--- config.mk ---
export PLATFORM = sky130hd
export DESIGN_NAME = frame_buffer_scheduler
export DESIGN_NICKNAME = d
export VERILOG_FILES = /design/src/rtl/display_adapter_pkg.sv /design/src/rtl/pixel_addr_counter.sv /design/src/rtl/frame_buffer_scheduler.sv
export SDC_FILE = /design/constraint.sdc
export NUM_CORES = 1
export LEC_CHECK = 0
export ABC_AREA = 0
export CAP_MARGIN = 20
export CORE_MARGIN = 2
export CORE_UTILIZATION = 40
export DETAILED_ROUTE_END_ITERATION = 12
export MAX_ROUTING_LAYER = met4
export SYNTH_ARGS = -nofsm -noshare
export SYNTH_HDL_FRONTEND = slang
export SYNTH_SLANG_ARGS = --single-unit
--- constraint.sdc ---
create_clock -name Clk -period 5.6 [get_ports Clk]
set_input_delay 0.56 -clock Clk [delete_from_list [all_inputs] [get_ports Clk]]
set_output_delay 0.56 -clock Clk [all_outputs]
set_load 0.05 [all_outputs]
--- src/rtl/display_adapter_pkg.sv ---
// Shared definitions for the frame-buffer display path: scheduler states,
// one-hot mux select constants and default frame geometry.
package display_adapter_pkg;

   localparam int unsigned DEFAULT_FRAME_PIXELS = 76800;

   // Select constants ordered {SelBuf0, SelBlank, SelBuf1}
   localparam logic [2:0] SEL_BUF0  = 3'b100;
   localparam logic [2:0] SEL_BLANK = 3'b010;
   localparam logic [2:0] SEL_BUF1  = 3'b001;

   // State codes equal the select patterns so the mux lines come straight off the state register
   typedef enum logic [2:0] {
      BLANK = SEL_BLANK,
      SHOW0 = SEL_BUF0,
      SHOW1 = SEL_BUF1
   } schedState_t;

   function automatic schedState_t showState(input logic bufSel);
      return bufSel ? SHOW1 : SHOW0;
   endfunction

endpackage

--- src/rtl/pixel_addr_counter.sv ---
// Wrapping pixel address counter: advances on Enable, wraps to 0 after COUNT-1,
// and flags the terminal count so the caller can detect frame boundaries.
module pixel_addr_counter
   import display_adapter_pkg::*;
#(
   parameter int unsigned COUNT = DEFAULT_FRAME_PIXELS,
   parameter int unsigned WIDTH = 17
) (
   input  logic             Clk,
   input  logic             nReset,
   input  logic             Enable,
   output logic [WIDTH-1:0] Count,
   output logic             Terminal
);

   localparam logic [WIDTH-1:0] LAST = WIDTH'(COUNT - 1);

   assign Terminal = (Count == LAST);

   always_ff @(posedge Clk or negedge nReset) begin
      if (!nReset) begin
         Count <= '0;
      end else if (Enable) begin
         Count <= Terminal ? '0 : Count + WIDTH'(1);
      end
   end

endmodule

--- src/rtl/frame_buffer_scheduler.sv ---
// Ping-pong front/back buffer scheduler with stale-frame blanking.
// Optional ForceBlank input enabled by defining FRAME_SCHED_FORCE_BLANK_EN.
module frame_buffer_scheduler
   import display_adapter_pkg::*;
#(
   parameter int unsigned FRAME_PIXELS = DEFAULT_FRAME_PIXELS,
   parameter int unsigned ADDR_W       = 17,
   parameter int unsigned STALE_LIMIT  = 8,
   parameter int unsigned STALE_W      = 4
) (
   input  logic              Clk,
   input  logic              nReset,
   input  logic              PixelReq,
   input  logic              WrDone,
`ifdef FRAME_SCHED_FORCE_BLANK_EN
   input  logic              ForceBlank,
`endif
   output logic              WrBufSel,
   output logic              WrReady,
   output logic [ADDR_W-1:0] RdAddr,
   output logic              SelBuf0,
   output logic              SelBlank,
   output logic              SelBuf1,
   output logic              FrameSync,
   output logic              Overrun
);

   schedState_t        state, stateNext;
   logic               pending, pendingNext;
   logic [STALE_W-1:0] stale, staleNext, staleInc;
   logic               wrBufSel, wrBufSelNext;
   logic               addrTerminal;
   logic               boundary;
   logic               forceBlank;

`ifdef FRAME_SCHED_FORCE_BLANK_EN
   assign forceBlank = ForceBlank;
`else
   assign forceBlank = 1'b0;
`endif

   pixel_addr_counter #(
      .COUNT (FRAME_PIXELS),
      .WIDTH (ADDR_W)
   ) uAddrCounter (
      .Clk      (Clk),
      .nReset   (nReset),
      .Enable   (PixelReq),
      .Count    (RdAddr),
      .Terminal (addrTerminal)
   );

   assign boundary = PixelReq & addrTerminal;

   always_ff @(posedge Clk or negedge nReset) begin
      if (!nReset) begin
         state     <= BLANK;
         pending   <= 1'b0;
         stale     <= '0;
         wrBufSel  <= 1'b0;
         FrameSync <= 1'b0;
         Overrun   <= 1'b0;
      end else begin
         state     <= stateNext;
         pending   <= pendingNext;
         stale     <= staleNext;
         wrBufSel  <= wrBufSelNext;
         FrameSync <= boundary;
         Overrun   <= WrDone & pending;
      end
   end

   // A WrDone landing on the boundary only arms pending; the swap below looks at the old pending
   always_comb begin
      stateNext    = state;
      pendingNext  = pending;
      staleNext    = stale;
      wrBufSelNext = wrBufSel;
      staleInc     = stale + STALE_W'(1);

      if (WrDone && !pending) begin
         pendingNext = 1'b1;
      end

      if (boundary) begin
         if (forceBlank) begin
            stateNext = BLANK;
            staleNext = '0;
         end else if (pending) begin
            stateNext    = showState(wrBufSel);
            wrBufSelNext = ~wrBufSel;
            pendingNext  = 1'b0;
            staleNext    = '0;
         end else if (state != BLANK) begin
            if ((STALE_LIMIT != 0) && (staleInc == STALE_W'(STALE_LIMIT))) begin
               stateNext = BLANK;
               staleNext = '0;
            end else begin
               staleNext = staleInc;
            end
         end
      end
   end

   assign {SelBuf0, SelBlank, SelBuf1} = state;
   assign WrBufSel = wrBufSel;
   assign WrReady  = ~pending;

endmodule

Word-level counts from Yosys, hierarchy flattened
Cells that the tools add are included.

storage, ports and cells
  output and inout port bits = 24
  logic and storage cells = 34
  register bits after elaboration = 28

cells by class
  reduce and logical (&&, ||, !) cells = 7
  muxes and demuxes = 11
  equality and inequality tests = 3
  bitwise gates (word level) = 4
  add/subtract/negate cells = 2

operators by type and width
  operator                                                count
  adder 17 x 1 -> 17 bit (second input constant)          1
  equality test 17 bit (second input constant)            1
  2-to-1 mux 17 bit                                       1
  2-to-1 mux 3 bit                                        4
  2-to-1 mux 4 bit                                        3
  adder 4 x 1 -> 4 bit (second input constant)            1
  equality test 4 bit (second input constant)             1
  AND reduction 2 bit                                     2
  nonzero test 2 bit                                      2
  2-to-1 mux 1 bit                                        3
  inequality test 3 x 2 -> 1 bit (second input constant)  1
  AND reduction 3 bit                                     1
  bitwise AND 1 bit                                       2
  NOT 1 bit                                               2
  logical AND 1 bit                                       1
  logical NOT 1 bit                                       1

Logic depth before layout (Yosys ltp)
Gate-level depths: netlist of run 1.

  depth after elaboration = 5
  depth in mapped cells = 7
  gate-level depth less buffers = 6

Cells and area by module
A second synthesis of run 1 with hierarchy kept.

second synthesis, totals
  cells, all modules = 133
  area, all modules = 1401.3 um2

modules (own cells, without submodules)
  module                  times used  sequential area each (um2)  cells an instance  area each (um2)
  pixel_addr_counter      1           425.4                       83                 864.6
  frame_buffer_scheduler  1           276.5                       50                 536.8

Worst setup path before layout of run 1
Ideal clock, no wire load.

  path type = register -> register
  from = register uAddrCounter.Count[13]
  to = register state[0]
  path slack = 3455 ps
  library setup time = 122 ps
  clock period less this slack = 2145 ps
  stages on the path, launching flop included = 7
  arrival = 2024 ps
  buffers on the path = 1
  path through = dfrtp_1 or4b_4 nor4_4 and2_1 buf_6 nand2_2 a32o_1

between the ends
  word-level cells in the longest chain between the ends = 3

ends and longest elaborated chain
  item                                  RTL line                      source
  start, declared                       pixel_addr_counter.sv:12      output logic [WIDTH-1:0] Count,
  start signal, assigned                pixel_addr_counter.sv:24      Count <= Terminal ? '0 : Count + WIDTH'(1);
  equality test 17 bit                  pixel_addr_counter.sv:18      assign Terminal = (Count == LAST);
  bitwise AND 1 bit                     frame_buffer_scheduler.sv:53  assign boundary = PixelReq & addrTerminal;
  AND reduction 3 bit (no source line)  --
  end signal, assigned                  frame_buffer_scheduler.sv:64  state <= stateNext;
  end, declared                         frame_buffer_scheduler.sv:28  schedState_t state, stateNext;

Every way passes these cells.
A chain may end at the register's enable or synchronous reset.

Worst setup path in the final report of run 1
  from = input port PixelReq
  to = register state[0]

between the ends
  word-level cells in the longest chain between the ends = 2

ends and longest elaborated chain
  item                                  RTL line                      source
  start, declared                       frame_buffer_scheduler.sv:13  input logic PixelReq,
  bitwise AND 1 bit                     frame_buffer_scheduler.sv:53
  AND reduction 3 bit (no source line)  --

Every way passes these cells.

==> results.cfg, run 1 <==
[worst_setup_path]
r2r-start = uAddrCounter.Count[12]
reg2reg_depth = 5
startpoint_type = input pin
end_kind = register
ff2ff_setup_slack_ps = 3250
reg2reg_to = state[0]
path_class = in -> reg
required_ps = 5830
cp-startpoint = PixelReq
slowest_stage = clkdlybuf4s50_1
cpPeakStageDelay_ps = 590
worstPathCellList = clkdlybuf4s50_1 -> nand4_1 -> nor2_1 -> and2_1 -> nand2_2 -> a32o_1
arrival_ps = 2630
crit_fanout = 15

[synthesis]
synth-edff-count = 0
ys_warn_count = 0
synthesis.nets = 135
synth_area_leader_cell = dfrtp_1
synth_area_leaders = dfrtp_1 50%, xnor2_1 5.8%, xor2_1 5.1%
synth-seq-area-share_pct = 51.52
synthTopCellsByCount = 27 x dfrtp_1, 16 x nor2_1, 11 x nand3_1
synth_top_area_share_pct = 49.59
ys_seq_elements = 28
synthFlopType = dfrtp_1
async_flop_share_pct = 100.0
syn-cell-area_um2 = 1363
yosysMostFrequentCell = dfrtp_1
syn_avg_cell_area_um2 = 10.64
synthCells = 128
synth_cell_types = 34

[detailed_routing]
drt_pre_antenna_iters = 4
maxUsedRoutingLayer = met4
wire_per_inst_um = 12.97
met2_length_um = 1162
ant_nets = 0
vias_per_cell = 4.906
wl_met1_um = 1326
drt_iter0_drc = 35
num_vias = 991
routed_wl_um = 2620
drc = 0
wl_met3_um = 88

[clocking]
ctsResizeCount = 0
postCtsHoldBufs = 0
cts_tree = built
numCtsBuffers = 3
path_clk_slew_ps = 140
cts_setup_buffers = 0
cts.sinks = 28
clockBufferDepth = 2
clk_latency_ps = 330
cts-htree-levels = 1
cts-root-buf = clkbuf_4

[timing]
max_clock_freq_mhz = 416.4
rsz0062_at_grt = no
final_max_slew_viol_count = 0
hold_viol = 0
holdWs_ps = 536.1
tns_ps = 0
setup_viol = 0
tightest_slew_ps = 551.6
slew_headroom_pct = 63.23
fin_crit_sh_pct = 42.88
min_period_ps = 2401
finalClockSkew_ps = 8.855

[pwr]
vdd_drop_max_mv = 0.1293
powerDensity_nw_per_um2 = 302.1
p_comb_share_pct = 31.2
netSwitchingFraction_pct = 38.09
switching_power_uw = 196.5
p_leak_uw = 0.0007354
pwr-share-clk_pct = 19.3
cell_internal_pwr_uw = 319.4
sequentialPowerShare_pct = 49.5

[global_routing]
grt_overflow = 0
grt_antenna_before_repair = 0
grt_pass1_vias = 978
grt_pass1_wl_um = 4567
grt_max_degree = 29
track_usage_pct = 15.14

[finish]
nNetsFinal = 164
layout-drive-gt1-share_pct = 7.692
diodes = 0
area_growth_pct = 25.34

[placed_design]
portBuffers = 27
place_congestion = 0.7837
place_hpwl_um = 1936

[run_status]
status = completed

[floorplanning]
rows = 21
dieArea_um2 = 3889
chipWidth_um = 62.37
io-pin-count = 28
start_util_pct = 41.16
coreArea_um2 = 3311
fp.dieH_um = 62.37

[min_path]
min_path_cells = 1
hp-class = reg -> reg
min_from = WrBufSel
hold_end = state[2]

[run]
cap_violations = 0
[routing by layer]
layer,vias to the layer above,global-route usage (%)
met5,-,-
met3,5,2.536
li1,503,-
met2,17,22.55
met1,466,20.82
met4,0,5.833
[worst max-delay path: cells and delay by family]
kind                   cells  cell delay [ps]
AO/OA/AOI/OAI              1              220
buffers and inverters      1              590
AND/OR/NAND/NOR            4             1270
[registers in the layout, summed over array words and instances, names as in the netlist]
signal	flops
stale	4
pending	1
Overrun	1
WrBufSel	1
state	3
FrameSync	1
uAddrCounter.Count	17
[cell type report]
| cell class | count | area, µm² |
|---|---|---|
| timing repair buffer | 28 | 277.8 |
| inverter | 2 | 7.507 |
| fill | 328 | 1603 |
| clock buffer | 4 | 36.28 |
| sequential | 28 | 701.9 |
| tap | 46 | 57.56 |
| multi-input combinational | 94 | 626.9 |
[power by group through the flow]
stage / Sequential, µW / Clock, µW / Combinational (µW)
floorplan: 328 / 0 / 32.7
global placement: 258 / 0 / 162
detailed placement: 259 / 0 / 162
CTS: 255 / 105 / 162
global route: 261 / 113 / 172
finish: 255 / 99.6 / 161
[cells by family (layout without fill, tap and decap cells)]
family                     count (synthesis)  count (layout)  share of synthesized area (%)
AOI/OAI and AO/OA                         12              12                          6.244
adders and majority gates                  3               3                          2.755
muxes                                      2               2                          1.469
buffers and inverters                      6              34                          2.480
DFF                                       28              28                          51.52
and+or+nand+nor                           60              60                          24.61
xor gates and xnor gates                  17              17                          10.93
[placed cells by master (no fill, tap or decap), types with 3 or more instances in the layout]
master / instances
clkdlybuf4s50_1: 27
nor2_1: 16
clkbuf_4: 3
nand3_1: 11
a21oi_1: 3
dfrtp_1: 27
nand2_1: 9
nand4_1: 6
xnor2_1: 9
nor3_1: 4
ha_1: 3
xor2_1: 8
[worst max-delay path by stage]
stage                          end  slack [ps]  cells after the start
after floorplan           state[0]        3450                      6
after global placement    state[0]        2910                      6
after detailed placement  state[0]        2830                      6
after CTS                 state[0]        3190                      6
after global routing      state[0]        2980                      6
final                     state[0]        3200                      6
[stage by stage]
stage	cells	utilization, %	area, µm²	setup WS [ps]	total power, µW
final	202	51.59	1708	3199	515.9
after global routing	202	51.59	1708	2977	546.4
after CTS	202	51.59	1708	3194	522.4
after detailed placement	198	50.49	1672	2833	421.4
after global placement	198	50.49	1672	2909	420.1
after floorplan	128	-	1363	3455	360.2
Note: power is estimated with default switching activity, not from simulation.
==> run 2, diff against run 1 <==
Settings changed: PLACE_DENSITY set to 0.67.
Clock period 5.6 ns to 1.96 ns, I/O delays scaled along.
==> run 2 against run 1 <==
- count of clock-buffer cells in the layout down 1
- via count up 9.0%
- worst hold slack worse by 340 ps
- total power rose to 3.1 times the previous value
- clock skew up 8.8 ps
- non-clock buffer count up 9
- final cell count up 4.5%
- critical path depth down 5
- die area unchanged
- sequential power rose to 2.9 times the previous value
- critical path type is now reg -> out
- combinational power rose to 2.9 times the previous value
==> results.cfg, run 2 (same netlist as run 1, synthesis figures left out) <==
[run_status]
status = completed

[global_routing]
grt_overflow = 0
track_usage_pct = 16.64
grt_antenna_before_repair = 0
grt_pass1_wl_um = 5002
grt_max_degree = 29
grt_pass1_vias = 1062

[worst_setup_path]
r2r-start = uAddrCounter.Count[10]
reg2reg_to = state[0]
path_delay_family = buffers and inverters
crit_fanout = 4
reg2reg_depth = 5
cp-startpoint = uAddrCounter.Count[15]
path_buf_inv = 1
cpPeakStageDelay_ps = 840
worstPathCellList = clkdlybuf4s50_1
arrival_ps = 1690
startpoint_type = register
path_class = reg -> out
slowest_stage = clkdlybuf4s50_1
end_kind = output port
ff2ff_setup_slack_ps = 120
required_ps = 1760

[clocking]
postCtsHoldBufs = 0
numCtsBuffers = 3
clk_latency_ps = 350
clockBufferDepth = 2
cts-htree-levels = 1
path_clk_slew_ps = 170
cts.sinks = 28
cts_tree = built
cts-root-buf = clkbuf_4

[detailed_routing]
vias_per_cell = 5.118
drt_pre_antenna_iters = 4
ant_nets = 0
wire_per_inst_um = 13.11
num_vias = 1080
routed_wl_um = 2767
drc = 0
drt_iter0_drc = 45

[floorplanning]
coreArea_um2 = 3311
start_util_pct = 41.16
io-pin-count = 28
rows = 21
chipWidth_um = 62.37
dieArea_um2 = 3889
fp.dieH_um = 62.37

[timing]
final_max_slew_viol_count = 0
tns_ps = 0
slew_headroom_pct = 65.89
rsz0062_at_grt = no
setup_viol = 0
min_period_ps = 1890
finalClockSkew_ps = 17.68
hold_viol = 0
tightest_slew_ps = 510.0
fin_crit_sh_pct = 96.43
max_clock_freq_mhz = 529.1

[finish]
top_regs = uAddrCounter.Count (17), stale (4), state (3)
regMostFlops = uAddrCounter.Count
fin_area_um2 = 1810
largest_reg_flops = 17
layout-drive-gt1-share_pct = 17.58
area_growth_pct = 32.87
nFillCells = 302
nNetsFinal = 173
mostFrequentLayoutCells = 25 x clkdlybuf4s50_1, 21 x dfrtp_1, 16 x nor2_1
diodes = 0
final_common_cell = clkdlybuf4s50_1

[pwr]
p_leak_uw = 0.0008038
powerDensity_nw_per_um2 = 877.9
vdd_drop_max_mv = 0.4416

[run]
cap_violations = 0

[placed_design]
place_area_um2 = 1739
place_hpwl_um = 1972
place_congestion = 0.8775
portBuffers = 27

[min_path]
hp-class = in -> async
[run 2: how the worst max path moves through the flow]
| stage | end | slack (ps) | depth (start not counted) |
|---|---|---|---|
| floorplan | state[0] | 2 | 6 |
| finish | RdAddr[15] | 70 | 1 |
| CTS | SelBlank | 20 | 1 |
| global placement | stale[2] | 100 | 6 |
| global route | RdAddr[15] | 4 | 1 |
| detailed placement | stale[2] | 70 | 6 |
[run 2: area by class of cell]
class / count / area, µm² / share of cell area (%)
tap: 46 / 57.56 / 3.179
sequential: 28 / 709.4 / 39.18
timing repair buffer: 37 / 346.6 / 19.14
multi-input combinational: 94 / 636.9 / 35.18
inverter: 2 / 7.507 / 0.4147
clock inverter: 1 / 30.03 / 1.659
clock buffer: 3 / 22.52 / 1.244
[run 2: where the power goes]
part | leakage, µW | total, µW | internal, µW | switching, µW
Clock | 0.0000279 | 393 | 207 | 185
Combinational | 0.000422 | 466 | 166 | 300
Sequential | 0.000354 | 731 | 641 | 90.5
Total | 0.000804 | 1590 | 1010 | 576
[run 2: routing by layer]
metal / track usage (%) / share of wire (%) / up-vias
met1: 21.24 / 49 / 522
met4: 7.222 / 2.2 / 0
li1: - / - / 522
met3: 4.710 / 4.8 / 7
met2: 24.86 / 44 / 29
met5: - / 0 / -
[run 2: repair_timing]
item                                   4_1_cts  5_1_grt
endpoints found under the hold margin        0        0
gates resized for setup                      1        3
setup endpoints to repair                    1        2
buffers inserted                             0        1
gates cloned                                 0        0
[run 2: through the flow]
step / total power [µW] / setup slack [ps] / std cells / hold slack, ps / util [%]
after floorplan: 1032 / 2.105 / 128 / -99.59 / -
after detailed placement: 1213 / 65.15 / 206 / 500.3 / 52.53
after CTS: 1600 / 23.55 / 210 / 217.3 / 54.08
after global placement: 1203 / 95.64 / 206 / 496.0 / 52.53
final: 1589 / 70.02 / 211 / 191.6 / 54.69
after global routing: 1666 / 4.171 / 211 / 223.0 / 54.69
==> run 3, diff against run 2 <==
Settings changed: CORE_ASPECT_RATIO set to 0.7.
==> run 3 against run 2 <==
- cell area rose by 1.7%
- highest routed layer unchanged
- largest power group unchanged
- critical endpoint is now stale[2]
- sequential cell count stayed put
- count of clock-buffer cells in the layout grew 1
==> results.cfg, run 3 (same netlist as run 1, synthesis figures left out) <==
[run_status]
status = completed

[detailed_routing]
ant_nets = 0
wl_met3_um = 163
num_vias = 1108
drt_pre_antenna_iters = 4
met2_length_um = 1417
maxUsedRoutingLayer = met4
vias_per_cell = 5.130
wire_per_inst_um = 14.07
wl_met1_um = 1450
routed_wl_um = 3040
drc = 0
drt_iter0_drc = 45

[clocking]
cts.sinks = 28
cts_tree = built
numCtsBuffers = 3
cts-root-buf = clkbuf_8
cts-htree-levels = 1
clockBufferDepth = 2
postCtsHoldBufs = 0
clk_latency_ps = 270
path_clk_slew_ps = 90

[pwr]
vdd_drop_max_mv = 0.5992
powerDensity_nw_per_um2 = 821.0
p_leak_uw = 0.0007964

[finish]
multi_input_area_um2 = 645.6
top_regs = uAddrCounter.Count (17), stale (4), state (3)
area_growth_pct = 35.17
mostFrequentLayoutCells = 27 x clkdlybuf4s50_1, 21 x dfrtp_1, 16 x nor2_1
nFillCells = 281
regMostFlops = uAddrCounter.Count
regArea_um2 = 709.4
diodes = 0
largest_reg_flops = 17
nNetsFinal = 177
layout-drive-gt1-share_pct = 18.93
final_common_cell = clkdlybuf4s50_1

[run]
cap_violations = 0

[timing]
final_max_slew_viol_count = 0
hold_viol = 0
tns_ps = 0
fin_crit_sh_pct = 96.30
slew_headroom_pct = 57.89
setup_viol = 0
layout_setup_ws_ps = 72.43
min_period_ps = 1888
max_clock_freq_mhz = 529.8
rsz0062_at_grt = no
finalClockSkew_ps = 3.584
tightest_slew_ps = 625.0

[global_routing]
track_usage_pct = 16.90
grt_antenna_before_repair = 0
grt_pass1_vias = 1081
grt_pass1_wl_um = 4830
grt_overflow = 0
grt_max_degree = 29

[worst_setup_path]
cp-endpoint = stale[2]
path_class = reg -> reg
startpoint_type = register
cp-startpoint = uAddrCounter.Count[10]
r2r-start = uAddrCounter.Count[10]
reg2reg_depth = 6
required_ps = 2120
arrival_ps = 2040
crit_fanout = 4
reg2reg_to = stale[2]
end_kind = register
ff2ff_setup_slack_ps = 70

[floorplanning]
coreArea_um2 = 3212
io-pin-count = 28
rows = 17
dieArea_um2 = 3897
fp.dieH_um = 52.83
start_util_pct = 42.42
chipWidth_um = 73.76

[placed_design]
portBuffers = 27
dp_slack_ps = 131.0
place_congestion = 0.8398
place_hpwl_um = 2160

[min_path]
hp-class = in -> async
[run 3: changes by cell type in the layout (fill, tap and decap cells not counted), moves of 2 or more]
cell / previous run / this run
clkbuf_4: 3 / 0
buf_4: 10 / 14
clkbuf_8: 0 / 3
clkdlybuf4s50_1: 25 / 27
[run 3: cell type report]
| type | instances | share of cell area, % |
|---|---|---|
| Sequential cell | 28 | 38.52 |
| Multi-Input combinational cell | 94 | 35.05 |
| Timing Repair Buffer | 41 | 20.38 |
| Tap cell | 47 | 3.193 |
| Clock buffer | 4 | 2.446 |
| Inverter | 2 | 0.4076 |
[run 3: worst min-delay path by stage]
stage	from	end
finish	nReset	uAddrCounter.Count[2]
global route	nReset	uAddrCounter.Count[5]
CTS	nReset	uAddrCounter.Count[7]
detailed placement	state[2]	state[2]
global placement	state[2]	state[2]
floorplan	nReset	FrameSync
[run 3: repair_timing]
item                                    4_1_cts  5_1_grt
buffers inserted                              0        3
endpoints found under the setup margin        0        1
gates resized for setup                       0        3
[run 3: critical path, stage by stage, from the launching register on]
cell     delay [ps]
dfrtp_2         410
or4b_4          550
nor4_4          150
buf_4           170
buf_4           100
nand3_2          90
a211o_1         310
[run 3: per-layer routing]
metal | track usage, % | up-vias
li1 | - | 535
met1 | 21.33 | 535
met2 | 28.27 | 36
met3 | 4.615 | 2
met4 | 1.818 | 0
met5 | - | -
[run 3: where the power goes]
part	total [µW]	switching, µW	internal (µW)
Sequential	733	92.1	640
Clock	311	166	146
Combinational	468	301	167
[run 3: metrics by stage]
step	cell area [µm²]	power [µW]	cells	util (%)	hold WS [ps]
finish	1842	1512	216	57.34	294.7
global route	1842	1586	216	57.34	330.2
CTS	1800	1521	213	56.06	300.5
detailed placement	1755	1214	209	54.66	499.8
global placement	1755	1207	209	54.66	499.0
floorplan	1370	1032	128	-	-99.59
